`src/rtl/q8_27_pkg.sv`:
```
// Shared Q8.27 fixed-point definitions: word geometry, saturation limits,
// the divider state encoding and the sign/magnitude saturation helper.
package q8_27_pkg;

  localparam int WIDTH    = 35;
  localparam int FRAC     = 27;
  localparam int INT_BITS = WIDTH - 1 - FRAC;

  localparam logic [WIDTH-1:0] MAX_POS = {1'b0, {(WIDTH-1){1'b1}}};
  localparam logic [WIDTH-1:0] MAX_NEG = {1'b1, {(WIDTH-1){1'b0}}};

  typedef struct packed {
    logic [WIDTH-1:0] q;
    logic             ovf;
  } sat_t;

  typedef enum logic [2:0] {
    ST_IDLE,
    ST_PREP,
    ST_CALC,
    ST_ROUND,
    ST_DONE
  } div_state_t;

  // Unsigned magnitude; MAX_NEG maps to 2^34, which still fits in WIDTH bits.
  function automatic logic [WIDTH-1:0] abs_q8_27(input logic [WIDTH-1:0] x);
    return x[WIDTH-1] ? (~x + 1'b1) : x;
  endfunction

  // Applies a sign to an unsigned magnitude, clamping to the representable range.
  // A negative magnitude of exactly 2^34 is MAX_NEG and is not an overflow.
  function automatic sat_t sat_q8_27(input logic sign, input logic [WIDTH-1:0] mag);
    sat_t r;
    if (!sign && (mag > MAX_POS)) begin
      r.q   = MAX_POS;
      r.ovf = 1'b1;
    end else if (sign && (mag > MAX_NEG)) begin
      r.q   = MAX_NEG;
      r.ovf = 1'b1;
    end else begin
      r.q   = sign ? (~mag + 1'b1) : mag;
      r.ovf = 1'b0;
    end
    return r;
  endfunction

endpackage

```
`src/rtl/div_q8_27_step.sv`:
```
// One restoring-division iteration: trial-subtract the divisor from the
// shifted partial remainder and emit one quotient bit.
module div_q8_27_step
  import q8_27_pkg::*;
(
  input  logic [WIDTH:0]   rem_in,
  input  logic [WIDTH-1:0] divisor,
  output logic [WIDTH-1:0] rem_out,
  output logic             q_bit
);

  // Keep the difference when the divisor fits, otherwise restore the remainder.
  always_comb begin
    q_bit   = (rem_in >= {1'b0, divisor});
    rem_out = q_bit ? (rem_in[WIDTH-1:0] - divisor) : rem_in[WIDTH-1:0];
  end

endmodule

```
`src/rtl/div_q8_27.sv`:
```
// Iterative signed Q8.27 divider, restoring radix-2 on magnitudes with
// round-half-away-from-zero and saturation. One division in flight, fixed
// latency of WIDTH+2 cycles from accept to out_valid.
// Optional build macro: DIV_Q8_27_DBZ_FLAG_EN adds the div_by_zero output.
module div_q8_27
  import q8_27_pkg::*;
(
  input  logic             clk,
  input  logic             sclr,
  input  logic             in_valid,
  output logic             in_ready,
  input  logic [WIDTH-1:0] a,
  input  logic [WIDTH-1:0] b,
  output logic             out_valid,
  input  logic             out_ready,
  output logic [WIDTH-1:0] q_out,
  output logic             overload
`ifdef DIV_Q8_27_DBZ_FLAG_EN
  ,
  output logic             div_by_zero
`endif
);

  localparam int CNT_W = $clog2(WIDTH);

  div_state_t       state_q, state_d;
  logic             sign_q, sign_d;
  logic [WIDTH-1:0] a_mag_q, a_mag_d;
  logic [WIDTH-1:0] b_mag_q, b_mag_d;
  logic             bzero_q, bzero_d;
  logic             ovf_q, ovf_d;
  logic             exact_q, exact_d;
  logic [WIDTH-1:0] rem_q, rem_d;
  logic [WIDTH-1:0] dvd_q, dvd_d;    // low dividend bits still to be shifted in
  logic [WIDTH-1:0] quo_q, quo_d;
  logic [CNT_W-1:0] cnt_q, cnt_d;
  logic [WIDTH-1:0] q_out_q, q_out_d;
  logic             overload_q, overload_d;

  logic [WIDTH-1:0]          step_rem;
  logic                      step_bit;
  logic [WIDTH+INT_BITS-1:0] a_ext;
  logic [WIDTH+INT_BITS-1:0] b_ext;
  logic [WIDTH-1:0]          mag_rnd;
  sat_t                      rnd_sat;
  sat_t                      ovf_sat;
  sat_t                      exact_sat;

  div_q8_27_step u_step (
    .rem_in  ({rem_q, dvd_q[WIDTH-1]}),
    .divisor (b_mag_q),
    .rem_out (step_rem),
    .q_bit   (step_bit)
  );

  // Quotient magnitude is below 128 exactly when |a| < |b| * 2^INT_BITS.
  assign a_ext = {{INT_BITS{1'b0}}, a_mag_q};
  assign b_ext = {b_mag_q, {INT_BITS{1'b0}}};

  // quo_q holds 34 magnitude bits plus a trailing half-LSB bit.
  assign mag_rnd   = {1'b0, quo_q[WIDTH-1:1]} + {{(WIDTH-1){1'b0}}, quo_q[0]};
  assign rnd_sat   = sat_q8_27(sign_q, mag_rnd);
  // With b==0 the result sign equals a's sign, so the overflow clamp also
  // yields MAX_POS for a>=0 (including 0/0) and MAX_NEG for a<0.
  assign ovf_sat   = sat_q8_27(sign_q, {WIDTH{1'b1}});
  assign exact_sat = sat_q8_27(sign_q, MAX_NEG);

  assign in_ready  = (state_q == ST_IDLE) && !sclr;
  assign out_valid = (state_q == ST_DONE);
  assign q_out     = q_out_q;
  assign overload  = overload_q;
`ifdef DIV_Q8_27_DBZ_FLAG_EN
  assign div_by_zero = (state_q == ST_DONE) && bzero_q;
`endif

  // Next-state and datapath updates for every FSM phase.
  always_comb begin
    state_d    = state_q;
    sign_d     = sign_q;
    a_mag_d    = a_mag_q;
    b_mag_d    = b_mag_q;
    bzero_d    = bzero_q;
    ovf_d      = ovf_q;
    exact_d    = exact_q;
    rem_d      = rem_q;
    dvd_d      = dvd_q;
    quo_d      = quo_q;
    cnt_d      = cnt_q;
    q_out_d    = q_out_q;
    overload_d = overload_q;
    case (state_q)
      ST_IDLE: begin
        if (in_valid && in_ready) begin
          sign_d  = a[WIDTH-1] ^ b[WIDTH-1];
          a_mag_d = abs_q8_27(a);
          b_mag_d = abs_q8_27(b);
          state_d = ST_PREP;
        end
      end
      ST_PREP: begin
        bzero_d = (b_mag_q == '0);
        ovf_d   = (a_ext > b_ext);
        exact_d = (a_ext == b_ext);
        // Dividend is |a| << (FRAC+1); its top bits seed the remainder.
        rem_d   = {{INT_BITS{1'b0}}, a_mag_q[WIDTH-1:INT_BITS]};
        dvd_d   = {a_mag_q[INT_BITS-1:0], {(FRAC+1){1'b0}}};
        quo_d   = '0;
        cnt_d   = CNT_W'(WIDTH - 1);
        state_d = ST_CALC;
      end
      ST_CALC: begin
        rem_d = step_rem;
        dvd_d = {dvd_q[WIDTH-2:0], 1'b0};
        quo_d = {quo_q[WIDTH-2:0], step_bit};
        cnt_d = cnt_q - 1'b1;
        if (cnt_q == '0) begin
          state_d = ST_ROUND;
        end
      end
      ST_ROUND: begin
        if (bzero_q || ovf_q) begin
          q_out_d    = ovf_sat.q;
          overload_d = ovf_sat.ovf;
        end else if (exact_q) begin
          q_out_d    = exact_sat.q;
          overload_d = exact_sat.ovf;
        end else begin
          q_out_d    = rnd_sat.q;
          overload_d = rnd_sat.ovf;
        end
        state_d = ST_DONE;
      end
      ST_DONE: begin
        if (out_ready) begin
          state_d = ST_IDLE;
        end
      end
      default: state_d = ST_IDLE;
    endcase
  end

  // State register; clear aborts any division in flight.
  always_ff @(posedge clk) begin
    if (sclr) begin
      state_q    <= ST_IDLE;
      sign_q     <= 1'b0;
      a_mag_q    <= '0;
      b_mag_q    <= '0;
      bzero_q    <= 1'b0;
      ovf_q      <= 1'b0;
      exact_q    <= 1'b0;
      rem_q      <= '0;
      dvd_q      <= '0;
      quo_q      <= '0;
      cnt_q      <= '0;
      q_out_q    <= '0;
      overload_q <= 1'b0;
    end else begin
      state_q    <= state_d;
      sign_q     <= sign_d;
      a_mag_q    <= a_mag_d;
      b_mag_q    <= b_mag_d;
      bzero_q    <= bzero_d;
      ovf_q      <= ovf_d;
      exact_q    <= exact_d;
      rem_q      <= rem_d;
      dvd_q      <= dvd_d;
      quo_q      <= quo_d;
      cnt_q      <= cnt_d;
      q_out_q    <= q_out_d;
      overload_q <= overload_d;
    end
  end

endmodule

```
`config.mk`:
```
export PLATFORM = sky130hd
export DESIGN_NAME = div_q8_27
export DESIGN_NICKNAME = d
export VERILOG_FILES = /design/src/rtl/q8_27_pkg.sv /design/src/rtl/div_q8_27_step.sv /design/src/rtl/div_q8_27.sv
export SDC_FILE = /design/constraint.sdc
export NUM_CORES = 1
export LEC_CHECK = 0
export ABC_CLOCK_PERIOD_IN_PS = 4250
export BUFFER_PORTS_ARGS = -buffer_cell sky130_fd_sc_hd__buf_4
export CAP_MARGIN = 40
export CELL_PAD_IN_SITES_DETAIL_PLACEMENT = 0
export CELL_PAD_IN_SITES_GLOBAL_PLACEMENT = 1
export CORE_MARGIN = 3
export CORE_UTILIZATION = 25
export DETAILED_ROUTE_END_ITERATION = 7
export PLACE_DENSITY = 0.61
export REMOVE_ABC_BUFFERS = 1
export SETUP_SLACK_MARGIN = 0.3
export SLEW_MARGIN = 20
export SYNTH_ARGS = -nofsm -noshare
export SYNTH_HDL_FRONTEND = slang
export SYNTH_SLANG_ARGS = --single-unit
export TNS_END_PERCENT = 100
```
`constraint.sdc`:
```
create_clock -name clk -period 4.25 [get_ports clk]
set_clock_uncertainty 0.1 [all_clocks]
set_input_delay 0.85 -clock clk [delete_from_list [all_inputs] [get_ports clk]]
set_output_delay 0.85 -clock clk [all_outputs]
set_load 0.03 [all_outputs]
```
## Word level (Yosys, flattened, before mapping)

Index checks and enable logic that the tools add are counted.
Widths: inputs -> output; s select.

| storage, ports and cells | value |
|---|---|
| register bits | 224 |
| logic and storage cells | 68 |
| output and inout bits | 38 |

| operators by class | value |
|---|---|
| bitwise operators | 4 |
| order comparisons | 4 |
| add/subtract/negate cells | 6 |
| reduce and logical (&&, ||, !) cells | 13 |
| mux-type cells | 20 |
| equal/unequal tests | 8 |

Operators by type and width:

| operator | number |
|---|---|
| $mux 35 | 6 |
| $pmux 35 s2 | 3 |
| $mux 36 | 4 |
| $add 35x1->35 const B | 3 |
| $not 35->35 | 3 |
| $eq 35x42->1 | 1 |
| $gt 35x42->1 | 1 |
| $ge 36x35->1 | 1 |
| $add 34x1->35 | 1 |
| $gt 35x34->1 const B | 1 |
| $gt 35x35->1 const B | 1 |
| $logic_not 35->1 | 1 |
| $sub 35x35->35 | 1 |
| $pmux 3 s5 | 1 |
| $pmux 6 s2 | 1 |
| $mux 3 | 3 |
| $eq 3x2->1 const B | 2 |
| $logic_not 6->1 | 1 |
| $sub 6x1->6 const B | 1 |
| $logic_and 1x1->1 | 4 |
| $ne 2x1->1 const B | 2 |
| $eq 3x1->1 const B | 1 |
| $eq 3x3->1 const B | 1 |
| $logic_not 3->1 | 1 |
| 8 further kinds | 10 |

## Depth between registers and ports, before layout

Gate-level depths: netlist of run 1.

| logic depth | value |
|---|---|
| depth in word-level cells | 8 |
| gate-level depth with buffers | 15 |
| mapped depth without buffers | 13 |

## By module

Synthesis of run 1 repeated with hierarchy kept, for this count alone.

| unflattened totals | value |
|---|---|
| cell total of the unflattened synthesis | 1,774 |
| area total of the unflattened synthesis | 13,964.6 µm² |

By module, submodules not included:

| module | instances | sequential area each (µm²) | area each (µm²) | cells an instance |
|---|---|---|---|---|
| div_q8_27 | 1 | 3,923.8 | 11,393.4 | 1,373 |
| div_q8_27_step | 1 | 0.0 | 2,571.2 | 401 |

## Worst setup path before layout of run 1

OpenSTA, ideal clock, no wires.

| path | value |
|---|---|
| kind | input port to flip-flop |
| start point | in b[0] |
| end point | reg b_mag_q[29] |
| required time | 4.022 ns |
| setup slack | 0.342 ns |
| arrival | 3.680 ns |
| library setup time | 0.128 ns |
| cell stages on the path | 9 |
| cells stage by stage | or2_2 or4_1 nand2b_1 or4_4 or3_4 or4_1 o31ai_1 xor2_1 o21ai_0 |

| between the ends | value |
|---|---|
| cells in the longest elaborated chain, start to end | 3 |

RTL lines:

| item | RTL line | RTL |
|---|---|---|
| start: declaration | div_q8_27.sv:13 | `input logic [WIDTH-1:0] b,` |
| $not 35->35 | q8_27_pkg.sv:27 | `return x[WIDTH-1] ? (~x + 1'b1) : x;` |
| $add 35x1->35 | q8_27_pkg.sv:27 |  |
| $mux 35 | q8_27_pkg.sv:27 |  |
| end signal: assignment | div_q8_27.sv:162 | `b_mag_q <= b_mag_d;` |
| end: declaration | div_q8_27.sv:29 | `logic [WIDTH-1:0] b_mag_q, b_mag_d;` |

Every way passes these cells.
A chain may end at the register's enable or synchronous reset.

## Final worst setup path of run 1

Same ends and word-level chain as after synthesis.

==> results_dict.tcl, run 1 <==
set metrics [dict create \
    status "finished clean" \
    dp_hpwl_mm 35.62 \
    critPathKind "in2reg" \
    arrival_ps 4060 \
    routedWlPerCell_um 18.25 \
    gr-usage-all-layers 0.1573 \
    grt_max_degree 85 \
    viasPerCell 5.213 \
    power.density_mw_per_mm2 340.7 \
    crit_end "b_mag_q[29]" \
    std_cell_rows 86 \
    fillers 5994 \
    synth_top_area_share 0.2789 \
    cp-end-kind "register" \
    cp.required_ps 4490 \
    dpl.cell_count 2587 \
    yosysMostFrequentCell "dfxtp_1" \
    fmax_ghz 0.2618 \
    synth.top_cells.by_count "dfxtp_1, o21ai_0, nand2_1" \
    antenna_cells 0 \
    multi_input_area_mm2 0.009547 \
    wl_mm 47.90 \
    antenna_found_initial 0 \
    tightest_slew_ps 787.1 \
    hold_viol 0 \
    core_area_mm2 0.05542 \
    peakVddDrop_mv 0.3061 \
    start_util 0.2538 \
    cts-htree-levels 4 \
    ant_nets 0 \
    cap_violations 0 \
    synth_cell_type_count 91 \
    worstPathMaxFanout 4 \
    slew_viol_final 0 \
    initialDrtViolationCount 871 \
    slew_headroom 0.4733 \
    firstDrtPassIters 5 \
    grt-ovfl-total 0 \
    finalSetupViolations 0 \
    nets 2009 \
    dieArea_mm2 0.05915 \
    areaGrowthSynthToFinish_pct 18.79 \
    power.leakage_nw 6.298 \
    cts-root-buf "clkbuf_16" \
    async_reset_ff_frac 0 \
    ys.flop_type "dfxtp_1" \
    r2r-start "quo_q[0]" \
    dr_total_vias 13680 \
    cts_tree "built" \
    yosysSeqAreaShare 0.2789 \
    synth_area_leaders "dfxtp_1, ha_1, xor2_1" \
    cts_max_path_buffers 2 \
    yosysTopAreaCell "dfxtp_1" \
    cts.sinks 196 \
    drc 0 \
    grt_pass1_wl_mm 74.77 \
    synth-seq-cells 196 \
    r2r_cells 10 \
    r2r_slack_ps 460 \
    gp_congestion 0.8439 \
    synth.cell_area_mm2 0.01407 \
    utilization 0.3015 \
    rsz0062_at_grt "false" \
    layout-drive-gt1-share 0.1541 \
    ys_warn_count 0 \
    instances_no_fill 2624 \
    cts_made_buffers 17 \
    path_clk_slew_ps 80 \
    synth_edf_count 0 \
    seqCellArea_mm2 0.003930 \
    start_kind "input pin" \
    die-height_um 243.2 \
    critPathLaunch "b[0]" \
    die_w_um 243.2 \
    ios 112 \
    worstSkewPairLatency_ps 470 \
    portBuffers 111 \
    hp-class "reg2reg" \
    syn_area_per_cell_um2 7.899 \
    r2r-end "q_out[34]" \
    finalCritPeriodShare 0.8989 \
    grt_pass1_vias 13134 \
    min_period_ps 3820 \
    synth_cells 1781 \
]
## logic make-up (layout without fill, tap and decap cells)
group	Yosys count	in the layout	share of synthesized area
fa+ha+maj	72	72	0.06457
simple gates	618	619	0.2409
xor+xnor	123	123	0.07658
flops	196	196	0.2789
mux	24	24	0.01717
buf+inv	183	277	0.05461
compound gates	565	565	0.2673
## worst max-delay path: stages
cell	delay, ps
buf_4	110
or2_2	310
or4_1	520
nand2b_1	260
or4_4	590
or3_4	400
or4_4	530
o31ai_1	250
xor2_1	160
o21ai_0	80
## state kept, by name, summed over array words and instances, names as in the netlist
name	cells
a_mag_q	35
quo_q	35
overload	1
state_q	3
exact_q	1
ovf_q	1
dvd_q	7
q_out	35
cnt_q	6
sign_q	1
bzero_q	1
rem_q	35
b_mag_q	35
## placed cells by master, fill, tap and decap left out, types with 16 or more instances in the layout
cell type / synthesis / final
o31ai_1: 32 / 31
mux2i_1: 23 / 23
nor2_1: 119 / 117
a21oi_1: 107 / 106
a22oi_1: 71 / 71
nor3_1: 34 / 32
a31oi_1: 19 / 17
a211oi_1: 39 / 38
nand4_1: 33 / 33
xnor2_1: 40 / 40
nand3_1: 43 / 43
nand3b_1: 39 / 39
nor4_1: 32 / 29
o22ai_1: 21 / 21
nand2b_1: 22 / 22
o21ai_0: 126 / 125
xor2_1: 83 / 83
dfxtp_1: 196 / 191
or3_1: 47 / 47
and3_1: 16 / 16
inv_1: 58 / 58
a21o_1: 25 / 25
nand2_1: 125 / 125
ha_1: 71 / 69
clkbuf_16: 0 / 17
buf_4: 7 / 178
or4_1: 20 / 19
## worst min-delay path by stage
stage,startpoint,to,slack [ps],cells after the start
after floorplan,dvd_q[34],dvd_q[34],330,2
after global placement,q_out[22],q_out[22],340,2
after detailed placement,q_out[32],q_out[32],340,2
after CTS,q_out[32],q_out[32],350,2
after global routing,q_out[22],q_out[22],370,2
final,q_out[22],q_out[22],350,2
## power by group
group	total, mW	internal (mW)	switching (mW)
Sequential	2.04	1.95	0.0935
Combinational	1.92	0.774	1.14
Clock	1.74	0.890	0.847
## area by class of cell
cell class                      instances  area share
Clock buffer                           18     0.02568
Clock inverter                         14     0.01003
Inverter                               59     0.01325
Multi-Input combinational cell       1403      0.5713
Sequential cell                       196      0.2352
Tap cell                              748     0.05601
Timing Repair Buffer                  186     0.08851
## layer usage
layer | GRT usage | share of wire | up-vias
met5 | 0 | 0 | -
met4 | 0.04499 | 0.019 | 0
met3 | 0.02397 | 0.033 | 31
met2 | 0.2748 | 0.49 | 246
met1 | 0.2000 | 0.46 | 6566
li1 | - | - | 6837
## timing repair
item                                    4_1_cts  5_1_grt
gates resized for setup                       3       29
hold buffers                                  0        0
pin swaps                                     1        2
endpoints found under the setup margin       21       76
buffers inserted                              1        1
cloned                                        0        1
## through the flow
stage / power, mW / worst slack, ps / hold slack, ps / setup TNS, ps / instance area (um^2)
6_report: 5.693 / 429.9 / 346.0 / 0 / 16710
5_1_grt: 6.023 / 304.6 / 373.6 / 0 / 16710
4_1_cts: 5.717 / 310.3 / 352.9 / 0 / 16520
3_5_place_dp: 3.965 / -113.6 / 340.6 / -276.6 / 15900
3_3_place_gp: 3.949 / -187.5 / 338.1 / -399.2 / 15870
2_1_floorplan: 3.305 / -1408 / 330.3 / -62910 / 13520
Power figures use the tool's default switching activity.
==> run 2: changes to the inputs <==
Settings changed: CORE_MARGIN 3 to default, PLACE_DENSITY 0.61 to default, PLACE_DENSITY_LB_ADDON from default to 0.1.
==> run 2 against run 1 <==
Net effect:
- combinational power hardly changed
- flip-flop and latch count is the same
- via count fell by 0.53%
- sequential share of layout area decreased by 0.14 points
- hold slack got worse by 1.4 ps
- utilization grew 0.22 points
==> results_dict.tcl, run 2 (synthesized netlist as in run 1, its figures left out) <==
set metrics [dict create \
    status "finished clean" \
    critPathKind "in2reg" \
    routedWlPerCell_um 19.03 \
    slew_headroom 0.4478 \
    initialDrtViolationCount 785 \
    grt_pass1_wl_mm 78.32 \
    mostFrequentLayoutCell "buf_4" \
    worstPathMaxFanout 4 \
    grt_pass1_vias 13195 \
    cts_max_path_buffers 2 \
    grt_max_degree 158 \
    viasPerCell 5.148 \
    path_clk_slew_ps 80 \
    firstDrtPassIters 6 \
    layout_setup_ws_ps 487.5 \
    final_area_mm2 0.01680 \
    ant_nets 0 \
    cap_violations 0 \
    power.density_mw_per_mm2 331.6 \
    hp-class "reg2reg" \
    drc 0 \
    dr_total_vias 13607 \
    antenna_found_initial 0 \
    final.setup.tns_ps 0 \
    final_cell_mix "buf_4, dfxtp_1, nand2_1, o21ai_0, nor2_1" \
    fillers 6055 \
    crit_family "simple AND/OR/NAND/NOR gates" \
    cts-htree-levels 4 \
    pre_cts_ws_ps -128.7 \
    portBuffers 111 \
    worstSkewPairLatency_ps 500 \
    cts.sinks 196 \
    ios 112 \
    utilization 0.3037 \
    cts_tree "built" \
    slowest_delay_ps 570 \
    slew_viol_final 0 \
    postCtsHoldBufs 0 \
    std_cell_rows 86 \
    cp-end-kind "register" \
    cts_made_buffers 17 \
    power.leakage_nw 6.354 \
    min_period_ps 3763 \
    slowest_stage "or4_4" \
    start_util 0.2543 \
    antenna_cells 0 \
    peakVddDrop_mv 0.3469 \
    die_w_um 239.2 \
    gp_congestion 0.8029 \
    layout-drive-gt1-share 0.1631 \
    nets 2028 \
    dieArea_mm2 0.05722 \
    arrival_ps 4030 \
    die-height_um 239.2 \
    areaGrowthSynthToFinish_pct 19.42 \
    core_area_mm2 0.05531 \
    gr-usage-all-layers 0.1773 \
    finalSetupViolations 0 \
    grt-ovfl-total 0 \
    start_kind "input pin" \
    fmax_ghz 0.2658 \
    tightest_slew_ps 825.3 \
    cts-root-buf "clkbuf_16" \
    crit_chain "buf_4 > or2_2 > or4_1 > nand2b_1 > or4_4 > or3_4 > or4_4 > o21ai_0 > xor2_1 > o21ai_0" \
    dp_hpwl_mm 37.88 \
    hold_slack_ps 344.6 \
    rsz0062_at_grt "false" \
    finalCritPeriodShare 0.8853 \
    postPlaceCellArea_mm2 0.01609 \
    cp.required_ps 4520 \
    hold_viol 0 \
    path_buf_inv 1 \
    wl_mm 50.30 \
]
[run 2: cell count changes in the layout (fill, tap and decap cells not counted), moves of 3 or more]
cell | before | now
inv_6 | 5 | 1
clkinv_4 | 0 | 4
buf_4 | 178 | 198
buf_12 | 3 | 6
inv_8 | 3 | 0
clkbuf_1 | 1 | 4
[run 2: final cells by class]
cell class | count | area (um^2) | share of cell area
sequential | 196 | 3928 | 0.2338
multi-input combinational | 1402 | 9558 | 0.5690
tap | 748 | 935.9 | 0.05571
inverter | 59 | 221.5 | 0.01318
timing repair buffer | 206 | 1623 | 0.09660
clock buffer | 22 | 454.2 | 0.02704
clock inverter | 10 | 78.83 | 0.004692
[run 2: worst min-delay path, delay by kind of cell (launching register included)]
| family | cells | cell delay, ps |
|---|---|---|
| DFF | 1 | 310 |
| and+or+nand+nor | 2 | 90 |
[run 2: worst paths after layout]
check | start | to | slack [ps] | depth (start not counted)
max | b[0] | b_mag_q[31] | 490 | 10
max reg2reg | quo_q[1] | q_out[29] | 520 | 12
min reg2reg | q_out[32] | q_out[32] | 340 | 2
min | q_out[32] | q_out[32] | 340 | 2
[run 2: metal layers]
metal  GRT usage  wire (um)  vias to the layer above
li1            -          -                     6865
met1      0.2205      23030                     6508
met2      0.3159      25220                      190
met3     0.02386       1162                       44
met4     0.05109        894                        0
met5           0          0                        -
[run 2: timing repair]
item / CTS / global route
resized for setup: 14 / 21
setup buffers: 0 / 1
pin swaps: 1 / 2
cloned: 0 / 0
setup endpoints to repair: 34 / 42
[run 2: power by group]
part	switching, mW	total (mW)	internal [mW]
registers	0.0983	2.05	1.95
clock network	0.812	1.58	0.767
logic	1.15	1.94	0.792
[run 2: through the flow]
step,instances,power [mW]
final,2643,5.571
after global routing,2643,5.936
after CTS,2641,5.663
after detailed placement,2609,4.037
after global placement,2609,4.045
after floorplan,1657,3.305
